$ cat config.mk
export PLATFORM = sky130hd
export DESIGN_NAME = forward_pipe
export DESIGN_NICKNAME = d
export VERILOG_FILES = /design/src/rtl/bus_hs_pkg.sv /design/src/rtl/forward_pipe_stage.sv /design/src/rtl/forward_pipe.sv
export SDC_FILE = /design/constraint.sdc
export NUM_CORES = 1
export LEC_CHECK = 0
export CAP_MARGIN = 20
export CELL_PAD_IN_SITES_DETAIL_PLACEMENT = 0
export CELL_PAD_IN_SITES_GLOBAL_PLACEMENT = 2
export CORE_MARGIN = 2
export CORE_UTILIZATION = 34
export DETAILED_ROUTE_END_ITERATION = 10
export GPL_TIMING_DRIVEN = 0
export PLACE_DENSITY_LB_ADDON = 0.05
export REMOVE_ABC_BUFFERS = 1
export SYNTH_ARGS = -nofsm -noshare
export SYNTH_HDL_FRONTEND = slang
export SYNTH_SLANG_ARGS = --single-unit
$ cat constraint.sdc
create_clock -name clk -period 2.7 [get_ports clk]
set_clock_uncertainty 0.2 [all_clocks]
set_input_delay 0.54 -clock clk [delete_from_list [all_inputs] [get_ports clk]]
set_output_delay 0.54 -clock clk [all_outputs]
set_load 0.05 [all_outputs]
$ cat src/rtl/bus_hs_pkg.sv
// Shared definitions for the valid/ready bus-handshake library
// (forward pipeline and backward skid buffer).
package bus_hs_pkg;

    localparam int unsigned L_DEFAULT = 8;

    // Bits needed to hold values 0..value-1; used for occupancy counters.
    function automatic int unsigned clog2(input int unsigned value);
        int unsigned result;
        int unsigned rem;
        result = 0;
        rem    = value - 1;
        while (rem > 0) begin
            result = result + 1;
            rem    = rem >> 1;
        end
        return result;
    endfunction

endpackage

$ cat src/rtl/forward_pipe_stage.sv
// One forward-registered valid/data stage; ready passes back combinationally
// and an empty stage always accepts, which collapses bubbles.
module forward_pipe_stage
    import bus_hs_pkg::*;
#(
    parameter int unsigned L = L_DEFAULT
) (
    input  logic         clk,
    input  logic         rst_n,
    input  logic         in_valid,
    input  logic [L-1:0] in_data,
    output logic         in_ready,
    output logic         out_valid,
    output logic [L-1:0] out_data,
    input  logic         out_ready
);

    logic         valid_q;
    logic         valid_d;
    logic [L-1:0] data_q;
    logic [L-1:0] data_d;

    always_comb begin
        in_ready = out_ready | ~valid_q;
        valid_d  = valid_q;
        data_d   = data_q;
        if (in_ready) begin
            valid_d = in_valid;
            // Data only moves with a valid beat; an invalid slot keeps stale data.
            if (in_valid) begin
                data_d = in_data;
            end
        end
    end

    always_ff @(posedge clk or negedge rst_n) begin
        if (!rst_n) begin
            valid_q <= 1'b0;
            data_q  <= '0;
        end else begin
            valid_q <= valid_d;
            data_q  <= data_d;
        end
    end

    assign out_valid = valid_q;
    assign out_data  = data_q;

endmodule

$ cat src/rtl/forward_pipe.sv
// Forward-registered valid/ready pipeline of DEPTH stages with combinational
// ready and an occupancy counter.
module forward_pipe
    import bus_hs_pkg::*;
#(
    parameter int unsigned L     = L_DEFAULT,
    parameter int unsigned DEPTH = 2
) (
    input  logic                      clk,
    input  logic                      rst,
    input  logic                      valid_f,
    output logic                      ready_f,
    input  logic [L-1:0]              data_f,
    output logic                      valid_b,
    input  logic                      ready_b,
    output logic [L-1:0]              data_b,
    output logic [clog2(DEPTH+1)-1:0] count
);

    localparam int unsigned CW = clog2(DEPTH + 1);

    // Element i is the link feeding stage i; element DEPTH is the output side.
    logic         vld [DEPTH+1];
    logic         rdy [DEPTH+1];
    logic [L-1:0] dat [DEPTH+1];

    assign vld[0]     = valid_f;
    assign dat[0]     = data_f;
    assign rdy[DEPTH] = ready_b;

    for (genvar i = 0; i < DEPTH; i++) begin : g_stage
        forward_pipe_stage #(
            .L(L)
        ) u_stage (
            .clk      (clk),
            .rst_n    (rst),
            .in_valid (vld[i]),
            .in_data  (dat[i]),
            .in_ready (rdy[i]),
            .out_valid(vld[i+1]),
            .out_data (dat[i+1]),
            .out_ready(rdy[i+1])
        );
    end

    assign ready_f = rdy[0];
    assign valid_b = vld[DEPTH];
    assign data_b  = dat[DEPTH];

    logic [CW-1:0] count_q;
    logic [CW-1:0] count_d;
    logic          push;
    logic          pop;

    always_comb begin
        push    = valid_f & ready_f;
        pop     = valid_b & ready_b;
        count_d = count_q;
        if (push && !pop) begin
            count_d = count_q + CW'(1);
        end else if (pop && !push) begin
            count_d = count_q - CW'(1);
        end
    end

    always_ff @(posedge clk or negedge rst) begin
        if (!rst) begin
            count_q <= '0;
        end else begin
            count_q <= count_d;
        end
    end

    assign count = count_q;

endmodule

# After elaboration in Yosys (flattened, before gate mapping)

Index checks and enable logic that the tools add are counted.

Register bits: 20
Bits of input ports: 12
Output and inout port bits: 12
Word-level logic and storage cells: 22

Add/subtract/negate cells: 2
Multiplexer cells: 2
Bitwise logic cells: 6
Reduce and logical (&&, ||, !) cells: 7

Operator list:

| cell                | count |
|---|---|
| $mux 2              | 2 |
| $reduce_and 2->1    | 2 |
| $add 2x1->2 const B | 1 |
| $and 1x1->1         | 2 |
| $logic_and 1x1->1   | 2 |
| $logic_not 1->1     | 2 |
| $not 1->1           | 2 |
| $or 1x1->1          | 2 |
| $reduce_bool 2->1   | 1 |
| $sub 2x1->2 const B | 1 |

# Depth between registers and ports, before layout

Gate-level depths: netlist of the first run.

Word-level depth: 8
Mapped depth: 7
Mapped depth without buffers: 7

# Cells and area by module

From an unflattened synthesis of the first run, not the netlist that was laid out.

Cells, all modules: 49
Area total of the unflattened synthesis: 873.3 um2

Modules (own cells, without submodules):

| module             | times used | cells an instance | area each (um2) | seq. area each (um2) |
|---|---|---|---|---|
| forward_pipe_stage | 2          | 20                | 385.4           | 225.2 |
| forward_pipe       | 1          | 9                 | 102.6           | 50.0 |

# Worst setup path after synthesis of the first run

No wires, ideal clock.

Path kind: reg2reg
From: register g_stage[1].u_stage.valid_q
To: register count_q[1] (netlist: count[1])
Data arrival time: 1.884 ns
Slack: 0.535 ns
Stages on the path, launching flop included: 8
Path buffers: 0
Cells stage by stage: dfrtp_1 -> nand3b_4 -> nand2_8 -> inv_1 -> ha_1 -> xor2_1 -> nor2_1 -> xor2_1

Longest elaborated chain between the ends: 7
Elaborated cells between the ends (all ways): 11
Classes of those cells: mux: 1; bitwise: 5; reduce/logical: 5

Ends and longest elaborated chain:

| item                        | RTL line                 | RTL |
|---|---|---|
| start: declaration          | forward_pipe_stage.sv:18 | `logic valid_q;` |
| start signal: assignment    | forward_pipe_stage.sv:41 | `valid_q <= valid_d;` |
| $not 1->1 *                 | forward_pipe_stage.sv:24 | `in_ready = out_ready \| ~valid_q;` |
| $or 1x1->1 * (2 in series)  | forward_pipe_stage.sv:24 |  |
| named net ready_f           | forward_pipe.sv:12       | `output logic ready_f,` |
| $and 1x1->1 *               | forward_pipe.sv:56       | `push = valid_f & ready_f;` |
| named net push              | forward_pipe.sv:52       | `logic push;` |
| $logic_not 1->1             | forward_pipe.sv:61       | `end else if (pop && !push) begin` |
| $logic_and 1x1->1           | forward_pipe.sv:61       |  |
| $reduce_bool 2->1 (no line) | --                       |  |
| end signal: assignment      | forward_pipe.sv:70       | `count_q <= count_d;` |
| end: declaration            | forward_pipe.sv:50       | `logic [CW-1:0] count_q;` |

Mark *: on every way through the listed nets, which the timed path passes. The rest lies on a longest branch.
A chain may end at the register's enable or synchronous reset.

# Worst setup path after layout of the first run

From: input port ready_b
To: output port ready_f

Longest elaborated chain between the ends: 2

Ends and longest elaborated chain:

| item                     | RTL line                 | RTL |
|---|---|---|
| start: declaration       | forward_pipe.sv:15       | `input logic ready_b,` |
| $or 1x1->1 (2 in series) | forward_pipe_stage.sv:24 |  |
| end: declaration         | forward_pipe.sv:12       |  |

No other way between the ends.

==> flow_summary.toml, run 1 <==
[status]
status = "completed"

[power_and_ir_drop]
p_per_area_nw_per_um2 = 870
seq_power_share = 0.413
power_mw = 0.989
clkPwrFrac = 0.171
power.switching_mw = 0.372
vdd_drop_max_mv = 0.502
switching_share = 0.376
p_leak_nw = 0.510
intPower_mw = 0.618
p_comb_frac = 0.416

[clock_network]
cts_sinks = 20
max-clock-path-buffers = 2
clkLatencyLatePin_ps = 290
numCtsBuffers = 3
hold_buffers = 0
path_clk_slew_ps = 100
clockRootBuffer = "clkbuf_4"
cts_tree = "done"
htree_levels = 1

[sta]
rsz0062_at_grt = "no"
setup_viol = 0
fin_crit_sh = 0.922
tightest_slew_ps = 886
layout_setup_ws_ps = 210
slew_headroom = 0.407
maxSlewViolCount = 0
tns_ps = 0
whs_ps = 272
hold_violations = 0
fin_crit_ps = 2490
fmax_mhz = 402

[worst_setup_path]
crit_start = "ready_b"
r2r_start = "g_stage[0].u_stage.out_valid"
required_ps = 1960
worst_path_max_delay_cell = "dlygate4sd2_1"
crit_chain = "clkdlybuf4s50_1 > nand3b_4 > dlygate4sd2_1"
cp_data_arrival_time_ps = 1750
rr_worst_depth = 7
r2r_end = "count[1]"
cp-end-kind = "output port"
crit_fanout = 3
cp-start-kind = "primary input"
r2r_setup_slack_ps = 1010
worst_path_largest_cell_delay_ps = 540
worstSetupPathType = "in -> out"
cp-endpoint = "ready_f"

[grt]
antenna_found_initial = 0
grt_pass1_vias = 499
grt_pass1_wl_um = 2340
grt_start_max_net_pins = 21
grt_overflow = 0
grtUsageTotal = 0.0959

[floorplan]
start_util = 0.361
io_pins = 24
rows = 18
die_area_um2 = 3060
core_um2 = 2480
die_x_um = 55.3
die_h_um = 55.3

[synth]
synth_compound_area_frac = 0
synth-xor-area-share = 0.0294
ys_seq_area_frac = 0.559
synth-adder-area-share = 0.0140
synth_cells = 57
syn_avg_cell_area_um2 = 15.7
ys_warn_count = 0
synth_mux_area_frac = 0.235
synth_simple_gate_area_share = 0.0909
yosysTopAreaCellShare = 0.559
ys_ff_latch = 20
synthTopCellsByArea = "dfrtp_1, mux2_4, mux2_2"
yosysUniqueCellTypes = 17
synth_top_family_by_area = "multiplexers"
netlist_area_um2 = 895
yosysTopAreaCell = "dfrtp_1"

[detailed_routing]
vias = 472
drt_iter0_drc = 4
via_per_inst = 4.45
drcViolationCount = 0
ant_nets = 0
wire_per_inst_um = 12.5
wirelength_um = 1330
firstDrtPassIters = 2

[hold_path]
hold_start = "count[1]"
hp-class = "reg -> reg"

[placement]
dp.cells = 102
place.port_buffers = 23
pre_cts_ws_ps = -75.8
place_congestion = 0.635
dpl_cell_area_um2 = 1100

[cells_and_area]
diodes = 0
design_area_um2 = 1140
final_util = 0.459
drive_above_1_share = 0.303
area_delta_synth_final_pct = 27.1
nets = 90
final_cells = 106

[flow_run]
maxCapViolations = 0
[kinds of logic after synthesis]
kind of cell,count (synthesis)
xor gates and xnor gates,3
adders and majority gates,1
buffers and inverters,9
DFF,20
muxes,16
and+or+nand+nor,8
[cell usage after synthesis]
cell      number
dfrtp_1       20
buf_4          8
mux2_4         8
mux2_2         7
xor2_1         2
ha_1           1
inv_1          1
mux2_1         1
nand2_1        1
nand2_4        1
nand2_8        1
nand2b_1       1
nand2b_2       1
nand3b_4       1
nor2_1         1
or2b_1         1
xnor2_1        1
[power groups by stage]
stage | sequential, mW | clock [mW] | combinational, mW
2_1_floorplan | 0.583 | 0 | 0.106
3_3_place_gp | 0.415 | 0 | 0.415
3_5_place_dp | 0.416 | 0 | 0.417
4_1_cts | 0.411 | 0.178 | 0.417
5_1_grt | 0.421 | 0.191 | 0.431
6_report | 0.409 | 0.169 | 0.412
[final cells by class]
class	instances	area [um2]
fill	230	1340
sequential	20	500
multi-input combinational	28	330
timing repair buffer	23	229
tap	30	37.5
clock buffer	4	36.3
inverter	1	3.75
[timing repair]
action	4_1_cts	5_1_grt
setup endpoints to repair	1	0
buffers inserted	0	0
gates resized for setup	1	0
hold endpoints to repair	0	0
[registers in the layout (all words and copies together), names as in the netlist]
| register | flops |
|---|---|
| count | 2 |
| g_stage.u_stage.out_data | 16 |
| g_stage.u_stage.out_valid | 2 |
[layout by cell type (no fill, tap or decap)]
| cell | Yosys | routed |
|---|---|---|
| nor2_1 | 1 | 1 |
| clkdlybuf4s50_1 | 0 | 22 |
| clkbuf_4 | 0 | 3 |
| dfrtp_1 | 20 | 20 |
| nand2b_2 | 1 | 1 |
| mux2_2 | 7 | 7 |
| nand2_1 | 1 | 1 |
| xor2_1 | 2 | 2 |
| dlygate4sd2_1 | 0 | 1 |
| mux2_1 | 1 | 1 |
| or2b_1 | 1 | 1 |
| nand3b_4 | 1 | 1 |
| clkbuf_8 | 0 | 1 |
| inv_1 | 1 | 1 |
| mux2_4 | 8 | 8 |
| xnor2_1 | 1 | 1 |
| nand2_8 | 1 | 1 |
| nand2b_1 | 1 | 1 |
| ha_1 | 1 | 1 |
| nand2_4 | 1 | 1 |
[worst max-delay path, delay by kind of cell]
family / cells / cell delay (ps)
buffers and inverters: 2 / 1030
and+or+nand+nor: 1 / 180
[metal layers]
layer,GRT usage,share of wire,up-vias
met1,0.134,0.46,239
met3,0.0211,0.047,0
li1,-,-,219
met4,0.0314,0,0
met5,0,0,-
met2,0.148,0.49,14
[how the worst min path moves through the flow]
stage	end	slack, ps	cells past startpoint
floorplan	count[0]	40	0
global placement	count[1]	260	1
detailed placement	count[1]	260	1
CTS	count[1]	280	1
global route	count[1]	310	1
finish	count[1]	270	1
Power figures use the tool's default switching activity.
==> run 2, diff against run 1 <==
--- a/config.mk
+++ b/config.mk
@@ -11,7 +11,6 @@
 export CORE_MARGIN = 2
 export CORE_UTILIZATION = 34
 export DETAILED_ROUTE_END_ITERATION = 10
-export GPL_TIMING_DRIVEN = 0
 export PLACE_DENSITY_LB_ADDON = 0.05
 export REMOVE_ABC_BUFFERS = 1
 export SYNTH_ARGS = -nofsm -noshare
==> flow_summary.toml, run 2 (synthesis results as in run 1) <==
[sta]
rsz0062_at_grt = "no"
setup_viol = 0
fmax_mhz = 426
tightest_slew_ps = 502
hold_violations = 0
maxSlewViolCount = 0
fin_crit_ps = 2350
slew_headroom = 0.664
fin_crit_sh = 0.869
tns_ps = 0

[worst_setup_path]
path_delay_family = "buffers and inverters"
cp-end-kind = "output port"
r2r_setup_slack_ps = 1000
worstSetupPathType = "reg -> out"
critPathBufInv = 1
worst_path_largest_cell_delay_ps = 840
required_ps = 1960
worst_path_max_delay_cell = "clkdlybuf4s50_1"
crit_chain = "clkdlybuf4s50_1"
crit_fanout = 4
cp-start-kind = "flip-flop"
cp_data_arrival_time_ps = 1610

[grt]
grt_overflow = 0
grt_start_max_net_pins = 21
antenna_found_initial = 0
grt_pass1_wl_um = 2290
grt_pass1_vias = 493
grtUsageTotal = 0.0977

[clock_network]
htree_levels = 1
clockRootBuffer = "clkbuf_4"
cts_sinks = 20
post-cts-setup-buffers = 0
cts_resized = 0
hold_buffers = 0
cts_tree = "done"
path_clk_slew_ps = 120
max-clock-path-buffers = 2
clkLatencyLatePin_ps = 300
numCtsBuffers = 3

[cells_and_area]
diodes = 0
drive_above_1_share = 0.325
final_common_cell = "clkdlybuf4s50_1"
area_delta_synth_final_pct = 31.0
final_cells = 107
most-common-layout-cells = "clkdlybuf4s50_1, dfrtp_1, mux2_4"
largest_register_ffs = 16
nets = 91

[power_and_ir_drop]
p_comb_frac = 0.391
power.switching_mw = 0.380
intPower_mw = 0.690
clkPwrFrac = 0.227
seq_power_share = 0.382
switching_share = 0.355
p_per_area_nw_per_um2 = 912
vdd_drop_max_mv = 0.816
p_leak_nw = 0.528

[floorplan]
start_util = 0.361
core_um2 = 2480
die_x_um = 55.3
rows = 18
io_pins = 24
die_area_um2 = 3060
die_h_um = 55.3

[detailed_routing]
firstDrtPassIters = 1
wire_per_inst_um = 13.1
wirelength_um = 1410
ant_nets = 0
vias = 472
drt_iter0_drc = 0
drcViolationCount = 0
via_per_inst = 4.41

[status]
status = "completed"

[placement]
post-dp-hpwl_um = 1010
place_congestion = 0.698
place.port_buffers = 23
dp.cells = 103

[hold_path]
hp-class = "reg -> reg"

[flow_run]
maxCapViolations = 0
## run 2: changes by cell type in the layout (fill, tap and decap cells not counted)
cell	previous run	this run
buf_12	0	1
buf_4	0	1
bufinv_16	0	1
clkbuf_8	1	0
dlygate4sd2_1	1	0
## run 2: through the flow
stage	power [mW]	utilization	cell area, um2	setup WS, ps	hold slack (ps)
after global routing	1.12	0.473	1170	298	314
after global placement	0.836	0.452	1120	412	258
after floorplan	0.689	-	835	535	44.4
after detailed placement	0.837	0.452	1120	369	264
after CTS	1.09	0.473	1170	326	282
final	1.07	0.473	1170	353	270
## run 2: power by group through the flow
stage | Sequential, mW | Clock [mW] | Combinational [mW]
floorplan | 0.583 | 0 | 0.106
global placement | 0.416 | 0 | 0.420
detailed placement | 0.416 | 0 | 0.421
CTS | 0.411 | 0.255 | 0.423
global route | 0.419 | 0.266 | 0.436
finish | 0.409 | 0.243 | 0.418
## run 2: layout make-up
type                    count  area [um2]
well taps                  30        37.5
clock inverters             1        30.0
multi-input cells          28         330
flip-flops and latches     20         500
fillers                   233        1310
inverters                   1        3.75
repair buffers             24         248
clock buffers               3        22.5
## run 2: final timing paths
check                                             start                        endpoint  cells after the start
setup reg to reg           g_stage[0].u_stage.out_valid                        count[1]                      6
max in group asynchronous                           rst  g_stage[1].u_stage.out_data[1]                      2
min in group asynchronous                           rst                        count[0]                      2
setup / recovery           g_stage[1].u_stage.out_valid                         valid_b                      1
hold reg to reg                                count[1]                        count[1]                      1
hold / removal                                 count[1]                        count[1]                      1
## run 2: per-layer routing
layer	vias up	track usage	wire length (um)
met3	0	0.0515	103
li1	225	-	-
met5	-	0	0
met2	17	0.160	706
met4	0	0	0
met1	230	0.123	597
==> run 3, diff against run 2 <==
--- a/config.mk
+++ b/config.mk
@@ -9,8 +9,9 @@
 export CELL_PAD_IN_SITES_DETAIL_PLACEMENT = 0
 export CELL_PAD_IN_SITES_GLOBAL_PLACEMENT = 2
 export CORE_MARGIN = 2
-export CORE_UTILIZATION = 34
+export CORE_UTILIZATION = 43
 export DETAILED_ROUTE_END_ITERATION = 10
+export DONT_BUFFER_PORTS = 1
 export PLACE_DENSITY_LB_ADDON = 0.05
 export REMOVE_ABC_BUFFERS = 1
 export SYNTH_ARGS = -nofsm -noshare
==> constraint.sdc (replaced) <==
create_clock -name clk -period 2.7 [get_ports clk]
set_clock_uncertainty 0.2 [all_clocks]
set_input_delay 0.54 -clock clk [delete_from_list [all_inputs] [get_ports clk]]
set_output_delay 0.54 -clock clk [all_outputs]
set_load 0.1 [all_outputs]
==> flow_summary.toml, run 3 (synthesis results as in run 1) <==
[status]
status = "completed"

[flow_run]
maxCapViolations = 0

[detailed_routing]
drcViolationCount = 0
drt_iter0_drc = 0
wire_per_inst_um = 15.3
firstDrtPassIters = 1
wirelength_um = 1310
via_per_inst = 4.84
ant_nets = 0
vias = 416

[sta]
setup_viol = 0
fin_crit_sh = 0.734
fmax_mhz = 505
tns_ps = 0
whs_ps = 157
slew_headroom = 0.398
hold_violations = 0
fin_crit_ps = 1980
tightest_slew_ps = 903
rsz0062_at_grt = "no"
maxSlewViolCount = 0

[worst_setup_path]
crit_fanout = 2
worstSetupPathType = "reg -> out"
r2r_start = "g_stage[1].u_stage.out_valid"
cp-start-kind = "flip-flop"
r2r_end = "count[1]"
rr_worst_depth = 7
cp-end-kind = "output port"
r2r_setup_slack_ps = 1070
required_ps = 1960
cp_data_arrival_time_ps = 1240

[cells_and_area]
design_area_um2 = 952
area_delta_synth_final_pct = 6.43
final_util = 0.485
most-common-layout-cells = "dfrtp_1, mux2_4, mux2_2"
largest_register_ffs = 16
nets = 73
fillers = 181
diodes = 0
final_common_cell = "dfrtp_1"
drive_above_1_share = 0.475

[placement]
place_congestion = 0.713
post-dp-hpwl_um = 1020
place.port_buffers = 0
dpl_cell_area_um2 = 906

[hold_path]
holdPathEnd = "g_stage[0].u_stage.out_valid"
hp-class = "in -> reg"
hold_start = "valid_f"
min_path_cells = 1

[grt]
grtUsageTotal = 0.125
grt_pass1_wl_um = 2260
grt_overflow = 0
antenna_found_initial = 0
grt_start_max_net_pins = 21
grt_pass1_vias = 468

[floorplan]
die_x_um = 49.6
io_pins = 24
rows = 16
start_util = 0.456
die_area_um2 = 2460
die_h_um = 49.6
core_um2 = 1960

[clock_network]
cts_sinks = 20
cts_tree = "done"
clockRootBuffer = "clkbuf_4"
numCtsBuffers = 3
htree_levels = 1
path_clk_slew_ps = 110
max-clock-path-buffers = 2
clkLatencyLatePin_ps = 290

[power_and_ir_drop]
p_leak_nw = 0.447
power_mw = 1.10
p_per_area_nw_per_um2 = 1160
vdd_drop_max_mv = 0.526
## run 3: repair_timing
item	in CTS	in global routing
buffers inserted	0	0
setup endpoints to repair	0	0
resized for setup	0	0
endpoints found under the hold margin	20	0
hold buffers	1	0
## run 3: final cells by class
type                    instances  area, um2  area share
multi-input cells              28        330       0.347
inverters                       1       3.75     0.00394
repair buffers                  6       47.5      0.0499
well taps                      27       33.8      0.0355
clock buffers                   4       36.3      0.0381
flip-flops and latches         20        500       0.526
## run 3: worst max path at each step
| stage | start | to | cells past startpoint |
|---|---|---|---|
| 6_report | g_stage[1].u_stage.out_data[3] | data_b[3] | 0 |
| 5_1_grt | g_stage[1].u_stage.out_data[3] | data_b[3] | 0 |
| 4_1_cts | g_stage[1].u_stage.out_data[3] | data_b[3] | 0 |
| 3_5_place_dp | ready_b | count[1] | 7 |
| 3_3_place_gp | ready_b | count[1] | 7 |
| 2_1_floorplan | g_stage[1].u_stage.out_valid | count[1] | 7 |
## run 3: layer usage
metal  up-vias  GRT usage  share of wire
li1        187          -              -
met3         0     0.0424          0.078
met2        15      0.202           0.55
met4         0     0.0556              0
met1       214      0.150           0.38
met5         -          0              0
## run 3: metrics by stage
step / std cells / setup WS [ps]
4_1_cts: 86 / 692
3_3_place_gp: 81 / 972
2_1_floorplan: 49 / -69.1
6_report: 86 / 718
5_1_grt: 86 / 663
3_5_place_dp: 81 / 932
## run 3: power by group
part / leakage [nW] / switching, mW / internal [mW]
Combinational: 0.195 / 0.194 / 0.0997
Sequential: 0.232 / 0.280 / 0.361
Clock: 0.0210 / 0.0845 / 0.0820
